**src/rtl/modulo_condicionador_botoes.sv**
```systemverilog
// Per-channel button conditioner: two-flop synchroniser, debounce, registered
// press/release pulses and an auto-repeat pulse train that includes the press.
module modulo_condicionador_botoes #(
    parameter int N_CH         = 3,
    parameter int STABLE       = 4,
    parameter int REPEAT_DELAY = 8,
    parameter int REPEAT_RATE  = 3
) (
    input  logic            clk_i,
    input  logic            clr_i,
    input  logic [N_CH-1:0] btn_n_i,
    output logic [N_CH-1:0] lvl_o,
    output logic [N_CH-1:0] press_o,
    output logic [N_CH-1:0] release_o,
    output logic [N_CH-1:0] rpt_o
);

    localparam int CW   = $clog2(STABLE) + 1;
    localparam int RMAX = (REPEAT_DELAY > REPEAT_RATE) ? REPEAT_DELAY : REPEAT_RATE;
    localparam int RW   = (RMAX > 1) ? $clog2(RMAX) : 1;

    localparam logic [CW-1:0] CNT_LAST  = CW'(STABLE - 1);
    localparam bit            RPT_EN    = (REPEAT_DELAY > 0);
    localparam logic [RW-1:0] DLY_LOAD  = RPT_EN ? RW'(REPEAT_DELAY - 1) : '0;
    localparam logic [RW-1:0] RATE_LOAD = RW'(REPEAT_RATE - 1);

    logic [N_CH-1:0] s1_q, s2_q;
    logic [N_CH-1:0] lvl_q, lvl_d;
    logic [N_CH-1:0] press_q, press_d;
    logic [N_CH-1:0] release_q, release_d;
    logic [N_CH-1:0] rpt_q, rpt_d;
    logic [CW-1:0]   cnt_q  [N_CH];
    logic [CW-1:0]   cnt_d  [N_CH];
    logic [RW-1:0]   rcnt_q [N_CH];
    logic [RW-1:0]   rcnt_d [N_CH];

    logic [N_CH-1:0] mismatch_w;
    logic [N_CH-1:0] toggle_w;

    // Candidate level is the inverted synchronised pin; mismatch drives the debounce.
    assign mismatch_w = (~s2_q) ^ lvl_q;

    always_comb begin
        toggle_w  = '0;
        lvl_d     = lvl_q;
        press_d   = '0;
        release_d = '0;
        rpt_d     = '0;
        for (int ch = 0; ch < N_CH; ch++) begin
            cnt_d[ch]  = '0;
            rcnt_d[ch] = '0;

            toggle_w[ch] = mismatch_w[ch] && (cnt_q[ch] == CNT_LAST);
            if (mismatch_w[ch] && !toggle_w[ch]) begin
                cnt_d[ch] = cnt_q[ch] + 1'b1;
            end

            if (toggle_w[ch]) begin
                lvl_d[ch]     = ~lvl_q[ch];
                press_d[ch]   = ~lvl_q[ch];
                release_d[ch] = lvl_q[ch];
            end

            // Repeat counter counts down to zero, firing and reloading with the rate.
            // Firing is blocked on the release edge so rpt never shows with lvl low.
            if (toggle_w[ch] && !lvl_q[ch]) begin
                rpt_d[ch]  = 1'b1;
                rcnt_d[ch] = DLY_LOAD;
            end else if (RPT_EN && lvl_q[ch] && !toggle_w[ch]) begin
                if (rcnt_q[ch] == '0) begin
                    rpt_d[ch]  = 1'b1;
                    rcnt_d[ch] = RATE_LOAD;
                end else begin
                    rcnt_d[ch] = rcnt_q[ch] - 1'b1;
                end
            end
        end
    end

    always_ff @(posedge clk_i) begin
        if (clr_i) begin
            s1_q      <= '1;
            s2_q      <= '1;
            lvl_q     <= '0;
            press_q   <= '0;
            release_q <= '0;
            rpt_q     <= '0;
            for (int ch = 0; ch < N_CH; ch++) begin
                cnt_q[ch]  <= '0;
                rcnt_q[ch] <= '0;
            end
        end else begin
            s1_q      <= btn_n_i;
            s2_q      <= s1_q;
            lvl_q     <= lvl_d;
            press_q   <= press_d;
            release_q <= release_d;
            rpt_q     <= rpt_d;
            for (int ch = 0; ch < N_CH; ch++) begin
                cnt_q[ch]  <= cnt_d[ch];
                rcnt_q[ch] <= rcnt_d[ch];
            end
        end
    end

    assign lvl_o     = lvl_q;
    assign press_o   = press_q;
    assign release_o = release_q;
    assign rpt_o     = rpt_q;

endmodule
```
**config.mk**
```make
export PLATFORM = sky130hd
export DESIGN_NAME = modulo_condicionador_botoes
export DESIGN_NICKNAME = d
export VERILOG_FILES = /design/src/rtl/modulo_condicionador_botoes.sv
export SDC_FILE = /design/constraint.sdc
export NUM_CORES = 1
export LEC_CHECK = 0
export CORE_MARGIN = 3
export CORE_UTILIZATION = 49
export CTS_BUF_LIST = sky130_fd_sc_hd__clkbuf_4 sky130_fd_sc_hd__clkbuf_8
export DETAILED_ROUTE_END_ITERATION = 8
export PLACE_DENSITY = 0.71
export SETUP_SLACK_MARGIN = 0.3
export SYNTH_ARGS = -nofsm -noshare
export SYNTH_HDL_FRONTEND = slang
export SYNTH_SLANG_ARGS = --single-unit
```
**constraint.sdc**
```tcl
create_clock -name clk_i -period 3.55 [get_ports clk_i]
set_input_delay 1.065 -clock clk_i [delete_from_list [all_inputs] [get_ports clk_i]]
set_output_delay 1.065 -clock clk_i [all_outputs]
set_load 0.05 [all_outputs]
```
Yosys cells after proc, flatten, opt, wreduce, memory -nomap -nowiden
Memory sizes are Yosys's and may differ from the RTL's. Cells that the tools add are included.

Bits in registers: 18. Memories: 2. Bits in writable memories: 18. Logic and storage cells: 91. Input port bits: 5. Output and inout bits: 12.

Reduce and logical (&&, ||, !) cells: 24. Bitwise operators: 14. $add $sub $neg: 6. Equal/unequal tests: 3. Mux-type cells: 30.

Memories: cnt_q (words 3, width 3, rd ports 3, clocked after Yosys merged registers in 0, wr ports 3, RTL line 32) `logic [CW-1:0] cnt_q [N_CH];`; rcnt_q (words 3, width 3, rd ports 3, clocked after Yosys merged registers in 0, wr ports 3, RTL line 34) `logic [RW-1:0] rcnt_q [N_CH];`.

Operator list (count): $mux W3 (18); $logic_and A1 B1 Y1 (12); $mux W1 (12); $add A3 B1 Y3 const B (3); $eq A3 B2 Y1 const B (3); $logic_not A3 Y1 (3); $sub A3 B1 Y3 const B (3); $logic_not A1 Y1 (6); $not A1 Y1 (6); $or A1 B1 Y1 (6); $reduce_or A2 Y1 (3); $not A3 Y3 (1); $xor A3 B3 Y3 (1).

Depth between registers and ports, before layout
Depth in word-level cells: 8. Depth in mapped cells: 5. Gate-level depth less buffers: 5.

Least setup slack after synthesis
OpenSTA, ideal clock, no wires.

Path kind: reg-to-output. From: register lvl_q[2] (netlist: lvl_o[2]). To: output lvl_o[2]. Stages on the path, launching flop included: 1. Buffers on the path: 0. Slack: 1.780 ns. Required time: 2.485 ns. Arrival: 0.705 ns. Path through: dfxtp_1.

RTL lines: start: declaration (RTL line 28) `logic [N_CH-1:0] lvl_q, lvl_d;`; start signal: assignment (RTL line 95) `lvl_q <= lvl_d;`; end: declaration (RTL line 12) `output logic [N_CH-1:0] lvl_o,`.

No word-level cell between the ends.

Worst setup path in the final report
From: register lvl_q[2] (netlist: lvl_o[2]). To: output lvl_o[2].

No word-level cell between the ends.

==> results.txt <==
Total number of yosys warnings - 0
Initial antenna violation count - 0
CP max stage cell - clkdlybuf4s50_1
DRC violations left - 0
Grt total ovfl - 0
Post-synth ARST share - 0
Syn_nets - 144
Max VDD drop - 0.000332 V
Ports - 17
RSZ-0062 raised after global routing - no
Lkg Pwr - 0.674 nW
Synth-to-Final Area Change - 20.0%
Vias - 878
Post-CTS Setup Bufs - 0
Initial DRC Count - 7
Die extent in y - 57.3 um
Share of the yosys chip area belonging to registers - 0.559
Largest net degree at the start of global routing - 18
Die Area - 3280 um^2
Drt pass-1 iters - 4
Area leader, netlist - dfxtp_1
IO buf count - 16
Antenna cells - 0
Dominant synthesized flop cell - dfxtp_1
Die Span X - 57.3 um
Vias in the first global route - 843
CP Cell Sequence - clkdlybuf4s50_1
Nets - 166
Worst-Skew Late Latency - 0.33 ns
Root buffer cell - clkbuf_4
Initial core utilization - 0.546
Top post-synthesis cells by count - dfxtp_1, inv_1, nor2_1
TritonCTS clock tree - done
Max-slew violations - 0
Seq cells post-synth - 36
Critical path capture point type - primary output
Routed WL per cell - 10.9 um
CTS resizes - 0
Setup TNS - 0 ns
Most numerous cell in the Yosys netlist - dfxtp_1
Fraction of layout cells with a size suffix above 1 - 0.107
H-tree depth reported by CTS - 2
CTS Sinks - 36
Clk buf depth - 2
Vias per Instance - 4.93
Pwr Total - 0.000662 W
CTS Buf Count - 5
Fmax - 0.367 GHz
Placeable Area - 2360 um^2
Fin crit period - 2.73 ns
Avg Synthesized Cell Area - 10.1 um^2
Final GP Congestion - 0.643
Critical path data arrival time - 1.66 ns
Number of synthesized flops with an enable pin - 0
Final hold violation count - 0
Maxcap violations - 0
Synth top area share - 0.559
DP HPWL - 1480 um
Reg clk slew, reported paths - 0.10 ns
Tcrit/Tclk final - 0.768
Cells after synthesis - 127
# fillers - 198
Power Dens Cells - 428 nW/um^2
Worst Tran Pin Value - 0.501 ns
Finished Core Util - 0.655
Crit start category - flop
WP buf/inv - 1
First-pass GRT wire length - 3420 um
Mapped Area - 1290 um^2
Placed cell count - 170
Synth cell types - 20
Rel. slew slack - 0.665
Final cell count without fillers - 178
Max FO, Critical Path - 8
GRT Total Usage - 0.140
Status - complete, no violations
Hold Crit Class - flop to flop
Crit path kind - flop to primary output
Drt total wl - 1950 um
Crit path required time - 2.48 ns
Critical Path Max Stage Delay - 0.85 ns
Setup violations, final - 0
Clock skew - 0.00272 ns
CTS Hold Buffers Added - 0
Row Count - 17
Delay-heaviest family, CP - buffers and inverters
Area contributors post-synth - dfxtp_1, ha_1, inv_1
Final ANT Viol Nets - 0
-- power breakdown --
| group | switching, W | internal [W] |
|---|---|---|
| Sequential | 0.00000192 | 0.000408 |
| Combinational | 0.00000538 | 0.00000762 |
| Clock | 0.000126 | 0.000113 |
| Total | 0.000133 | 0.000528 |
-- cell usage in the layout (no fill, tap or decap) --
cell and instances:
or2_2 6, or3_1 3, ha_1 12, clkbuf_8 1
xnor2_1 1, a21oi_2 1, nor3_1 2, mux2i_1 3
or2_4 1, clkbuf_4 7, a211o_1 3, nand2b_1 4
dfxtp_1 36, xor2_1 2, inv_1 16, nand2_1 6
nor3b_1 2, and3_1 1, a21oi_1 8, clkdlybuf4s50_1 16
a31oi_1 3, nor2_1 16
-- worst reg2reg max path, cell delays in order, from the launching register on --
cell and delay [ns]:
dfxtp_1 0.33, ha_1 0.19, ha_1 0.23, a211o_1 0.38
a31oi_1 0.16
-- worst paths after layout --
check	from	endpoint	slack, ns	cells after the start
setup / recovery	lvl_o[2]$_SDFFE_PP0P_	lvl_o[2]	0.82	1
hold / removal	s1_q[0]$_SDFF_PP1_	s2_q[0]$_SDFF_PP1_	0.42	1
setup reg to reg	cnt_q[0][6]$_SDFF_PP0_	rcnt_q[0][7]$_SDFF_PP0_	2.20	4
hold reg to reg	s1_q[0]$_SDFF_PP1_	s2_q[0]$_SDFF_PP1_	0.42	1
-- through the flow --
stage | setup WS [ns] | instance area (um^2) | hold WS, ns
final | 0.823 | 1550 | 0.417
after global routing | 0.741 | 1550 | 0.436
after CTS | 0.806 | 1550 | 0.419
after detailed placement | 1.02 | 1480 | 0.394
after global placement | 1.07 | 1480 | 0.392
after floorplan | 1.78 | 1290 | 0.389
-- state kept, by name, indices dropped and copies added (netlist names) --
register / flops
s2_q: 3
rcnt_q: 9
s1_q: 3
rpt_o: 3
cnt_q: 9
press_o: 3
lvl_o: 3
release_o: 3
-- area by class of cell --
type                    count  area (um^2)  area share
inverters                  16         60.1      0.0388
flip-flops and latches     36          721       0.466
repair buffers             16          160       0.104
clock buffers               8         66.3      0.0429
well taps                  28         35.0      0.0227
multi-input cells          74          504       0.326
-- cell families after synthesis --
group / count (synthesis) / share of synthesized area
mux: 3 / 0.0233
compound gates: 15 / 0.0728
simple gates: 41 / 0.158
flops: 36 / 0.559
buf+inv: 17 / 0.0495
fa+ha+maj: 12 / 0.117
xor+xnor: 3 / 0.0204
-- metal layers --
| metal | vias to the layer above | routed length [um] | global-route usage |
|---|---|---|---|
| met5 | - | 0 | 0 |
| met2 | 14 | 1020 | 0.251 |
| li1 | 457 | - | - |
| met3 | 3 | 102 | 0.0679 |
| met4 | 0 | 27 | 0.0497 |
| met1 | 404 | 794 | 0.139 |
(Power assumes the default switching activity.)
